**src/rtl/puf_pkg.sv**
```systemverilog
// Shared definitions for the PUF challenge sequencer: default geometry and FSM encoding.
package puf_pkg;

  localparam int unsigned DEF_WIDTH  = 8;
  localparam int unsigned DEF_SETTLE = 4;
  localparam int unsigned DEF_NRESP  = 8;

  typedef enum logic [2:0] {
    ST_IDLE,
    ST_LOAD,
    ST_FIRE,
    ST_SETTLE,
    ST_SAMPLE,
    ST_STEP,
    ST_DONE
  } state_t;

endpackage

```
**src/rtl/puf_settle_timer.sv**
```systemverilog
// Arbiter settle timer: cleared by load, counts while run, flags the final settle cycle.
module puf_settle_timer #(
  parameter int unsigned N = 4
) (
  input  logic clk,
  input  logic reset,
  input  logic load,
  input  logic run,
  output logic expired
);

  localparam int unsigned CW = $clog2(N) + 1;

  logic [CW-1:0] count;

  always_comb begin
    expired = run && (count == CW'(N - 1));
  end

  always_ff @(posedge clk) begin
    if (!reset) begin
      count <= '0;
    end else if (load) begin
      count <= '0;
    end else if (run && !expired) begin
      count <= count + 1'b1;
    end
  end

endmodule

```
**src/rtl/puf_challenge_sequencer.sv**
```systemverilog
// Sequences LFSR load/step and arbiter races, shifting NRESP response bits into a word.
module puf_challenge_sequencer
  import puf_pkg::*;
#(
  parameter int unsigned WIDTH  = DEF_WIDTH,
  parameter int unsigned SETTLE = DEF_SETTLE,
  parameter int unsigned NRESP  = DEF_NRESP
) (
  input  logic             clk,
  input  logic             reset,
  input  logic             start,
  input  logic [WIDTH-1:0] seed,
  output logic [WIDTH-1:0] lfsr_seed,
  output logic             lfsr_load,
  output logic             lfsr_inc,
  output logic             puf_fire,
  input  logic             puf_response,
  output logic [NRESP-1:0] response_word,
  output logic             busy,
  output logic             done
);

  localparam int unsigned BW = $clog2(NRESP) + 1;

  state_t        state;
  state_t        next;
  logic [BW-1:0] bit_cnt;
  logic          settle_exp;
  logic          last_bit;

  puf_settle_timer #(
    .N (SETTLE)
  ) u_settle (
    .clk     (clk),
    .reset   (reset),
    .load    (state == ST_FIRE),
    .run     (state == ST_SETTLE),
    .expired (settle_exp)
  );

  always_comb begin
    last_bit = (bit_cnt == BW'(NRESP - 1));
  end

  always_comb begin
    next = state;
    case (state)
      ST_IDLE:   if (start) next = ST_LOAD;
      ST_LOAD:   next = ST_FIRE;
      ST_FIRE:   next = ST_SETTLE;
      ST_SETTLE: if (settle_exp) next = ST_SAMPLE;
      ST_SAMPLE: next = last_bit ? ST_DONE : ST_STEP;
      ST_STEP:   next = ST_FIRE;
      ST_DONE:   next = ST_IDLE;
      default:   next = ST_IDLE;
    endcase
  end

  // Pulse outputs are flopped from the next-state decode so they line up with the state register.
  always_ff @(posedge clk) begin
    if (!reset) begin
      state         <= ST_IDLE;
      lfsr_seed     <= '0;
      response_word <= '0;
      bit_cnt       <= '0;
      lfsr_load     <= 1'b0;
      lfsr_inc      <= 1'b0;
      puf_fire      <= 1'b0;
      busy          <= 1'b0;
      done          <= 1'b0;
    end else begin
      state     <= next;
      lfsr_load <= (next == ST_LOAD);
      lfsr_inc  <= (next == ST_STEP);
      puf_fire  <= (next == ST_FIRE);
      busy      <= (next != ST_IDLE);
      done      <= (next == ST_DONE);
      if (state == ST_IDLE && start) begin
        lfsr_seed     <= seed;
        response_word <= '0;
        bit_cnt       <= '0;
      end
      if (state == ST_SAMPLE) begin
        response_word <= {response_word[NRESP-2:0], puf_response};
        bit_cnt       <= bit_cnt + 1'b1;
      end
    end
  end

endmodule
```
**config.mk**
```make
export PLATFORM = sky130hd
export DESIGN_NAME = puf_challenge_sequencer
export DESIGN_NICKNAME = d
export VERILOG_FILES = /design/src/rtl/puf_pkg.sv /design/src/rtl/puf_settle_timer.sv /design/src/rtl/puf_challenge_sequencer.sv
export SDC_FILE = /design/constraint.sdc
export NUM_CORES = 1
export LEC_CHECK = 0
export ABC_AREA = 1
export BUFFER_PORTS_ARGS = -buffer_cell sky130_fd_sc_hd__buf_2
export CORE_MARGIN = 1
export CORE_UTILIZATION = 46
export DETAILED_ROUTE_END_ITERATION = 7
export PLACE_DENSITY = 0.73
export SETUP_SLACK_MARGIN = 0.15
export SLEW_MARGIN = 25
export SYNTH_ARGS = -nofsm -noshare
export SYNTH_HDL_FRONTEND = slang
export SYNTH_HIERARCHICAL = 1
export SYNTH_SLANG_ARGS = --single-unit
```
**constraint.sdc**
```tcl
create_clock -name clk -period 1.3 [get_ports clk]
set_input_delay 0.13 -clock clk [delete_from_list [all_inputs] [get_ports clk]]
set_output_delay 0.13 -clock clk [all_outputs]
set_load 0.1 [all_outputs]
```
=== Yosys cells after proc, flatten, opt, wreduce, memory -nomap -nowiden ===
Cells that the tools add are included.

* Register bits after elaboration: 31
* Input bits: 12
* Output and inout bits: 21
* Logic and storage cells: 41

* $add $sub $neg: 2
* Muxes and demuxes: 8
* Equal/unequal tests: 11
* Bitwise gates (word level): 1
* Reductions and logical operators: 9

{| class="wikitable"
|+ Operators with widths
! cell !! count
|-
| 8-bit two-way mux || 2
|-
| 3-bit one-hot mux with 5 select lines || 1
|-
| 3-bit by 2-bit equality test with 1-bit output, second input constant || 4
|-
| 3-bit equality test, second input constant || 4
|-
| 4-bit two-way mux || 2
|-
| 3-bit by 1-bit equality test with 1-bit output, second input constant || 2
|-
| 3-bit two-way mux || 2
|-
| 4-bit by 1-bit adder with 4-bit output, second input constant || 1
|-
| 4-bit by 3-bit equality test with 1-bit output, second input constant || 1
|-
| 2-bit OR reduction || 2
|-
| 3-bit by 1-bit adder with 3-bit output, second input constant || 1
|-
| 1-bit logical AND || 3
|-
| 3-bit zero test || 1
|-
| 3-bit nonzero test || 1
|-
| 2-bit two-way mux || 1
|-
| 2-bit nonzero test || 1
|-
| 1-bit zero test || 1
|-
| 1-bit NOT || 1
|}

=== Logic depth before layout (Yosys ltp) ===
Gate-level depths: netlist of the first run.

* Depth after elaboration: 5
* Depth in mapped cells: 10
* Gate-level depth less buffers: 10

=== Cells and area by module ===
Netlist of the first run, hierarchy kept.

{| class="wikitable"
|+ By module, submodules not included
! module !! cells an instance !! times used !! seq. area each (um^2) !! area each (um^2)
|-
| puf_challenge_sequencer || 138 || 1 || 560.5 || 1,128.6
|-
| puf_settle_timer || 26 || 1 || 60.1 || 170.2
|}

=== Worst setup path after synthesis of the first run ===
OpenSTA, ideal clock, no wires.

* Path kind: register -> register
* Start: reg state[2]
* End: reg state[0]
* Arrival time: 1.286 ns
* Clock period less this slack: 1.405 ns
* Stages on the path, launching flop included: 11
* Library setup time: 0.119 ns
* Data required time: 1.181 ns
* Path slack: -0.105 ns
* Path buffers: 0
* Cell sequence: dfxtp_1 -> inv_1 -> nand2_1 -> nor2_1 -> nand2_1 -> inv_1 -> inv_1 -> o21ai_1 -> nand2_1 -> nor2_1 -> nor2_2

* Longest elaborated chain between the ends: 4
* Elaborated cells on any way between the ends: 10
* Those cells by class: eq/ne: 5; mux: 2; reduce/logical: 3

{| class="wikitable"
|+ Ends and longest elaborated chain
! what !! RTL line !! RTL
|-
| start: declaration || puf_challenge_sequencer.sv:25 || <nowiki>state_t state;</nowiki>
|-
| start signal: assignment || puf_challenge_sequencer.sv:72 || <nowiki>state <= next;</nowiki>
|-
| 3-bit by 2-bit equality test with 1-bit output || puf_challenge_sequencer.sv:37 || <nowiki>.run (state == ST_SETTLE),</nowiki>
|-
| 1-bit logical AND || puf_settle_timer.sv:17 || <nowiki>expired = run && (count == CW'(N - 1));</nowiki>
|-
| net settle_exp || puf_challenge_sequencer.sv:28 || <nowiki>logic settle_exp;</nowiki>
|-
| 3-bit two-way mux || puf_challenge_sequencer.sv:51 || <nowiki>ST_SETTLE: if (settle_exp) next = ST_SAMPLE;</nowiki>
|-
| 3-bit one-hot mux with 5 select lines || puf_challenge_sequencer.sv:47 || <nowiki>case (state)</nowiki>
|}

The timed path passes the listed nets, and every way through them passes these cells.
A chain may end at the register's enable or synchronous reset.

=== Worst setup path in the final report of the first run ===
* Start: reg u_settle.count[1]
* End: reg state[0]

* Longest elaborated chain between the ends: 4

{| class="wikitable"
|+ Ends and longest elaborated chain
! what !! RTL line !! RTL
|-
| start: declaration || puf_settle_timer.sv:14 || <nowiki>logic [CW-1:0] count;</nowiki>
|-
| start signal: assignment || puf_settle_timer.sv:26 || <nowiki>count <= count + 1'b1;</nowiki>
|-
| 3-bit by 2-bit equality test with 1-bit output || puf_settle_timer.sv:17 ||
|-
| 1-bit logical AND || puf_settle_timer.sv:17 ||
|-
| net settle_exp || puf_challenge_sequencer.sv:28 ||
|-
| 3-bit two-way mux || puf_challenge_sequencer.sv:51 ||
|-
| 3-bit one-hot mux with 5 select lines || puf_challenge_sequencer.sv:47 ||
|}

The timed path passes the listed nets, and every way through them passes these cells.

==> summary.md, run 1 <==
| Metric | Value |
|---|---|
| Routed Antenna Nets | 0 |
| Gr ovfl total | 0 |
| Final instance area | between 0.0015 and 0.002 mm2 |
| Cells after synthesis | roughly 160 |
| Slowest stage delay, CP | 0.37 ns |
| P&R area growth vs syn | 35.36% |
| Initial drt markers | 20 |
| Final #Nets | 220 |
| DR WL/cell | 11.47 um |
| Gate power share | 0.239 |
| Clk pin slew, worst setup/hold paths | approximately 0.1 ns |
| I/O Buffers | 32 |
| GR Util met2 | 0.3373 |
| Worst Setup End Kind | register |
| CP cell instances | ha_4, ha_4, nand2_2, inv_2, inv_2, o21ai_2, nand2_1, nor2_1, nor2_2 |
| Sw Share | 0.3422 |
| Worst endpoint data arrival time | between 1 and 1.5 ns |
| Post-synth net total | 179 |
| Rows | 18 |
| Outcome | completed |
| RSZ-0062 raised after global routing | yes |
| First-pass GRT wire length | between 4 and 5 mm |
| H-tree depth | 2 |
| Final hold vios | 0 |
| DR vias | between 1000 and 1500 |
| Worst-Margin Slew | 0.2819 ns |
| Met3 Usage GRT | 0.05738 |
| Placer Congestion | between 0.8 and 0.9 |
| Gr usage total | 0.2051 |
| Root Driver | clkbuf_4 |
| CP Launch Type | register |
| Crit Path Class | reg2reg |
| Clock buffer depth | 2 |
| Setup Skew | around 0.013 ns |
| Pin count of the biggest net entering global routing | 25 |
| DR vias/cell | around 5 |
| Synth top area cells | dfxtp_1 (48%), nand2_1 (12%), a21oi_2 (6.1%) |
| Top-area cell type share of the netlist area | 0.4778 |
| Post-Synthesis Cell Area | between 0.001 and 0.0015 mm2 |
| # fillers | 210 |
| Synthesized area per cell | a little under 8 um2 |
| I/O Pins | 33 |
| Clock power share | 0.278 |
| CTS Buf Count | 5 |
| Int Power | ~1.4 mW |
| Hold Path Class | in2reg |
| TritonRoute pass-1 iters | 5 |
| Share of layout cells above drive strength 1 | 0.5000 |
| Antenna violations before repair | 0 |
| Critical-path top delay cell | dfxtp_4 |
| Required time of the critical path | between 1.5 and 2 ns |
| Reg2reg path depth | 9 |
| Max_slew headroom | 0.8136 |
| MaxCap Viol Count | 0 |
| Psw | between 700 and 800 uW |
| WHS Path Cells | 3 |
| Cell taking the most area after synthesis | dfxtp_1 |
| DP Area | 0.001558 mm2 |
| Met1 Use GR | 0.2388 |
| Post-Route WL | approximately 2.7 mm |
| Final worst path period share | 0.9639 |
| FMAX | roughly 800 MHz |
| Detailed Place HPWL | between 1.5 and 2 mm |
| Clock Sinks | 31 |
| Die Y | approximately 55 um |
| Tmin final | approximately 1.3 ns |
| Power Dens Cells | roughly 1200 mW/mm2 |
| Unique masters post-synth | 20 |
| Synth warnings | 6 |
| Sequential fraction of the synthesis area | 0.4778 |
| Vias in the first global route | 1024 |
| Setup_tns | 0 ns |
| Worst-Skew Late Latency | ~0.34 ns |
| Setup-failing EPs final | 0 |
| Diodes inserted | 0 |
| Sequential Power Share | 0.482 |
| Die width | around 55 um |
| Maximum vdd drop | between 900 and 1000 uV |
| Pleak | between 0.7 and 0.8 nW |
| Cts hold-fix bufs | 0 |
| Initial Util | 0.5058 |
| Global route hottest layer | met2 |
| Post-synthesis register bit count | 31 |
| Slew Viols, Final | 0 |
| Die Area | 0.003040 mm2 |
| Core footprint | 0.002567 mm2 |
| Largest fanout on the critical path | 3 |
| FF+latch area | 651.9 um2 |
| Multi-input gate area | roughly 650 um2 |
| DR DRC count | 0 |
| CTS tree | built |
-- power groups by stage --
stage / registers, mW / logic [mW] / clock network [mW]
CTS: 1.02 / 0.498 / 0.591
detailed placement: 1.04 / 0.456 / 0
global placement: 1.03 / 0.448 / 0
global route: 1.02 / 0.536 / 0.640
floorplan: 1.25 / 0.176 / 0
finish: 1.02 / 0.505 / 0.587
-- critical path, delay by kind of cell (launching register included) --
kind	cells	cell delay (ns)
flops	1	0.37
simple gates	4	0.28
fa+ha+maj	2	0.27
compound gates	1	0.16
buf+inv	2	0.09
-- routing by layer --
layer  share of wire  vias up
li1                -      608
met1            0.45      534
met2            0.49       31
met3           0.042        7
met4           0.020        0
met5               0        -
-- final cells by class --
class                           count  area share
Timing Repair Buffer               39      0.1644
Sequential cell                    31      0.3708
Multi-Input combinational cell    112      0.3708
Clock buffer                        7     0.03132
Inverter                           16     0.03843
Clock inverter                      1    0.002847
Tap cell                           30     0.02135
-- timing repair --
item	4_1_cts	5_1_grt
pin swaps	6	8
setup buffers	2	0
gates cloned	1	0
resized for setup	28	15
endpoints found under the setup margin	40	23
-- layout by cell type (no fill, tap or decap), drive strengths merged --
cell / netlist / layout
nand2: 45 / 45
buf: 6 / 39
dfxtp: 31 / 31
nor2: 22 / 22
a21oi: 21 / 21
inv: 16 / 16
nand3: 13 / 13
clkbuf: 0 / 7
o21ai: 4 / 5
ha: 3 / 3
nand4: 2 / 2
nor3: 1 / 1
clkinv: 0 / 1
-- stage by stage --
stage	utilization	instances	hold slack, ns	setup slack (ns)	total power, mW
2_1_floorplan	-	164	0.2404	0.06572	1.423
3_3_place_gp	0.6067	225	0.3794	0.06917	1.482
3_5_place_dp	0.6067	225	0.3950	0.01955	1.492
4_1_cts	0.6691	236	0.03396	0.06925	2.106
5_1_grt	0.6847	236	0.03392	-0.05363	2.200
6_report	0.6847	236	0.03948	0.04692	2.108
-- registers in the layout, indices dropped and copies added (netlist names) --
register / flops
lfsr_seed: 8
state: 3
puf_fire: 1
bit_cnt: 4
u_settle/count: 3
response_word: 8
lfsr_inc: 1
lfsr_load: 1
busy: 1
done: 1
-- path summary, 6_finish.rpt --
path	from	to	slack [ns]
worst max register to register	u_settle/count[1]$_SDFFE_PP0P_	state[0]$_SDFF_PN0_	0.05
worst min-delay path	seed[4]	lfsr_seed[4]$_SDFFE_PN0P_	0.04
worst max-delay path	u_settle/count[1]$_SDFFE_PP0P_	state[0]$_SDFF_PN0_	0.05
worst min register to register	lfsr_seed[7]$_SDFFE_PN0P_	lfsr_seed[7]$_SDFFE_PN0P_	0.46
-- cells in the mapped netlist, drive strengths merged --
cell	number
inv	16
dfxtp	31
nor3	1
nand4	2
buf	6
ha	3
nor2	22
a21oi	21
nand2	45
o21ai	4
nand3	13
-- cells by family after synthesis --
family          count (synthesis)  share of synthesized area
compound gates                 25                     0.1310
fa+ha+maj                       3                    0.02890
buf+inv                        22                    0.08766
flops                          31                     0.4778
simple gates                   83                     0.2746
No activity file was read; power rests on OpenSTA's default activity.
==> inputs of run 2 (changes only) <==
ABC_AREA = default   (was 1)
CORE_UTILIZATION = 45   (was 46)
==> summary.md, run 2 <==
| Metric | Value |
|---|---|
| DR WL/cell | approximately 15 um |
| Largest registers | lfsr_seed x8, response_word x8, bit_cnt x4 |
| Core footprint | roughly 0.0025 mm2 |
| Initial drt markers | 13 |
| Clock Sinks | 31 |
| Die width | roughly 55 um |
| Largest family of logic cells by synthesized area | simple AND/OR/NAND/NOR gates |
| Overall Power | roughly 2 mW |
| Unique masters post-synth | 37 |
| Root Driver | clkbuf_4 |
| Placed cell count | between 200 and 250 |
| Die Y | between 50 and 60 um |
| Post-Synthesis Cell Area | between 0.001 and 0.0015 mm2 |
| FF+latch area | 630.6 um2 |
| Commonest non-fill, non-tap cells in the layout | buf_4 (29), nand2_1 (26), dfxtp_1 (25), buf_6 (12), buf_2 (11) |
| Clk pin slew, worst setup/hold paths | 0.10 ns |
| Critical-path top delay cell | or4b_4 |
| Routed Antenna Nets | 0 |
| Post-synthesis register bit count | 31 |
| DR DRC count | 0 |
| Final Hold Slack | ~0.033 ns |
| Multi-input gate area | 653.1 um2 |
| Setup-failing EPs final | 15 |
| Post-synth top cells | dfxtp_1 (31), nand2_1 (29), a21oi_1 (10), nor2_1 (8), o22ai_1 (7) |
| TritonRoute pass-1 iters | 4 |
| FMAX | 726.5 MHz |
| Sequential fraction of the synthesis area | 0.4970 |
| Compound-gate portion of the synthesized area | 0.1683 |
| Post-Synth Simple-Gate Area | 0.2335 |
| # fillers | ~190 |
| Worst-Margin Slew | approximately 0.38 ns |
| Rows | 18 |
| Synth top area cells | dfxtp_1 (50%), nand2_1 (8.7%), a21oi_1 (4.0%) |
| Top-area cell type share of the netlist area | 0.4970 |
| Maximum vdd drop | slightly above 900 uV |
| DR vias/cell | around 5.4 |
| CTS Buf Count | 5 |
| I/O Buffers | 32 |
| Final hold vios | 0 |
| CTS tree | built |
| DR vias | ~1200 |
| Failing checks | negative setup slack |
| Slew Viols, Final | 0 |
| P&R area growth vs syn | 45.49% |
| Slack of the critical path | -0.07645 ns |
| Clock power share | 0.311 |
| Gr ovfl total | 0 |
| Worst-Skew Late Latency | about 0.34 ns |
| Outcome | finished with violations |
| Die Area | roughly 0.003 mm2 |
| I/O Pins | 33 |
| First-pass GRT wire length | between 4 and 5 mm |
| Most common cell after layout, fill and taps aside | buf_4 |
| FFs w/ async S/R, synth | 0 |
| CP cell instances | or4b_4, a32oi_2, o41ai_2 |
| Placer Congestion | approximately 0.95 |
| Setup Skew | between 0.008 and 0.009 ns |
| Sw Share | 0.3058 |
| Post-synth net total | 151 |
| Required time of the critical path | roughly 1.5 ns |
| Initial Util | 0.4907 |
| Cell taking the most area after synthesis | dfxtp_1 |
| Antenna violations before repair | 0 |
| Int Power | 1.427 mW |
| Most numerous cell in the Yosys netlist | dfxtp_1 |
| Detailed Place HPWL | roughly 2.2 mm |
| Diodes inserted | 0 |
| Tmin final | between 1 and 1.5 ns |
| Pin count of the biggest net entering global routing | 14 |
| Worst Setup End Kind | register |
| Worst endpoint data arrival time | 1.60 ns |
| Synthesized area per cell | between 9 and 10 um2 |
| Final instance count without filler cells | around 220 |
| Post-synthesis mux area share | 0.008016 |
| Pleak | about 0.75 nW |
| Slowest stage delay, CP | ~0.6 ns |
| MaxCap Viol Count | 0 |
| Top FF cell, synth | dfxtp_1 |
| Post-Synth XOR/XNOR Area | 0.007014 |
| Sequential Power Share | 0.487 |
| Final #Nets | 202 |
| Final worst path period share | 1.059 |
| Synth Area in Adders | 0.03006 |
| Clock buffer depth | 2 |
| Post-Route WL | 3.166 mm |
| Synth warnings | 6 |
| Psw | around 630 uW |
| Number of synthesized flops with an enable pin | 0 |
| Share of layout cells above drive strength 1 | 0.4628 |
| Cells after synthesis | 136 |
| Hold Path Class | in2reg |
| H-tree depth | 2 |
| RSZ-0062 raised after global routing | yes |
| Max_slew headroom | 0.7483 |
| Crit Path Class | reg2reg |
| Largest fanout on the critical path | 5 |
| Vias in the first global route | roughly 1100 |
| Gr usage total | 0.2484 |
| Gate power share | 0.202 |
| CP Launch Type | register |
| Power Dens Cells | approximately 1100 mW/mm2 |
## run 2: changes by cell type after synthesis, moves of 7 or more
cell	previous run	this run
nor2_1	18	8
o22ai_1	0	7
nand3_1	13	3
nand2_1	42	29
inv_1	13	4
a21oi_2	9	0
## run 2: worst max-delay path: cells and delay by family, from the launching register on
| kind | cells | cell delay [ns] |
|---|---|---|
| AO/OA/AOI/OAI | 2 | 0.33 |
| AND/OR/NAND/NOR | 1 | 0.60 |
| flip-flops | 1 | 0.35 |
## run 2: path summary, 6_finish.rpt
kind | to | cells after the start | startpoint | slack [ns]
setup / recovery | bit_cnt[3]$_SDFFE_PN0P_ | 3 | state[0]$_SDFF_PN0_ | -0.08
hold / removal | lfsr_seed[7]$_SDFFE_PN0P_ | 3 | seed[7] | 0.03
setup reg to reg | bit_cnt[3]$_SDFFE_PN0P_ | 3 | state[0]$_SDFF_PN0_ | -0.08
hold reg to reg | lfsr_seed[4]$_SDFFE_PN0P_ | 2 | lfsr_seed[4]$_SDFFE_PN0P_ | 0.46
## run 2: cells by family (layout without fill, tap and decap cells)
| logic type | count (synthesis) | in the layout |
|---|---|---|
| adder cells (fa/ha/maj) | 3 | 3 |
| multiplexers | 1 | 1 |
| buffers and inverters | 13 | 65 |
| flip-flops | 31 | 31 |
| AO/OA/AOI/OAI | 30 | 30 |
| XOR/XNOR | 1 | 1 |
| AND/OR/NAND/NOR | 57 | 57 |
## run 2: per-layer routing
layer	wire length (um)	part of all wire	vias to the layer above	track usage
met2	1606	0.51	19	0.3715
li1	-	-	575	-
met4	55	0.017	0	0.1154
met5	0	0	-	0
met1	1404	0.44	567	0.3092
met3	99	0.031	7	0.09722
## run 2: through the flow
step | setup WS (ns) | setup TNS, ns | utilization | instance area, um2
final | -0.07645 | -0.4920 | 0.7139 | 1817
after global routing | -0.1191 | -1.605 | 0.7139 | 1817
after floorplan | -0.2036 | -1.572 | - | 1297
after CTS | -0.05883 | -0.6920 | 0.6868 | 1748
after global placement | -0.07668 | -0.8444 | 0.6160 | 1568
after detailed placement | -0.1429 | -1.897 | 0.6160 | 1568
## run 2: layout make-up
| cell class | instances | share of cell area |
|---|---|---|
| Multi-Input combinational cell | 92 | 0.3595 |
| Sequential cell | 31 | 0.3471 |
| Timing Repair Buffer | 52 | 0.2245 |
| Clock buffer | 8 | 0.03788 |
| Tap cell | 30 | 0.02066 |
| Inverter | 5 | 0.01033 |
## run 2: power groups by stage
stage / registers, mW / logic, mW / clock network, mW
2_1_floorplan: 1.18 / 0.119 / 0
3_3_place_gp: 1.02 / 0.362 / 0
3_5_place_dp: 1.02 / 0.371 / 0
4_1_cts: 1.00 / 0.398 / 0.648
5_1_grt: 1.01 / 0.437 / 0.702
6_report: 1.00 / 0.415 / 0.639
## run 2: what timing repair did
item                                    4_1_cts  5_1_grt
buffers inserted                              1        1
resized for setup                            36       16
hold buffers                                  0        0
endpoints found under the setup margin       49       37
pin swaps                                    11        2
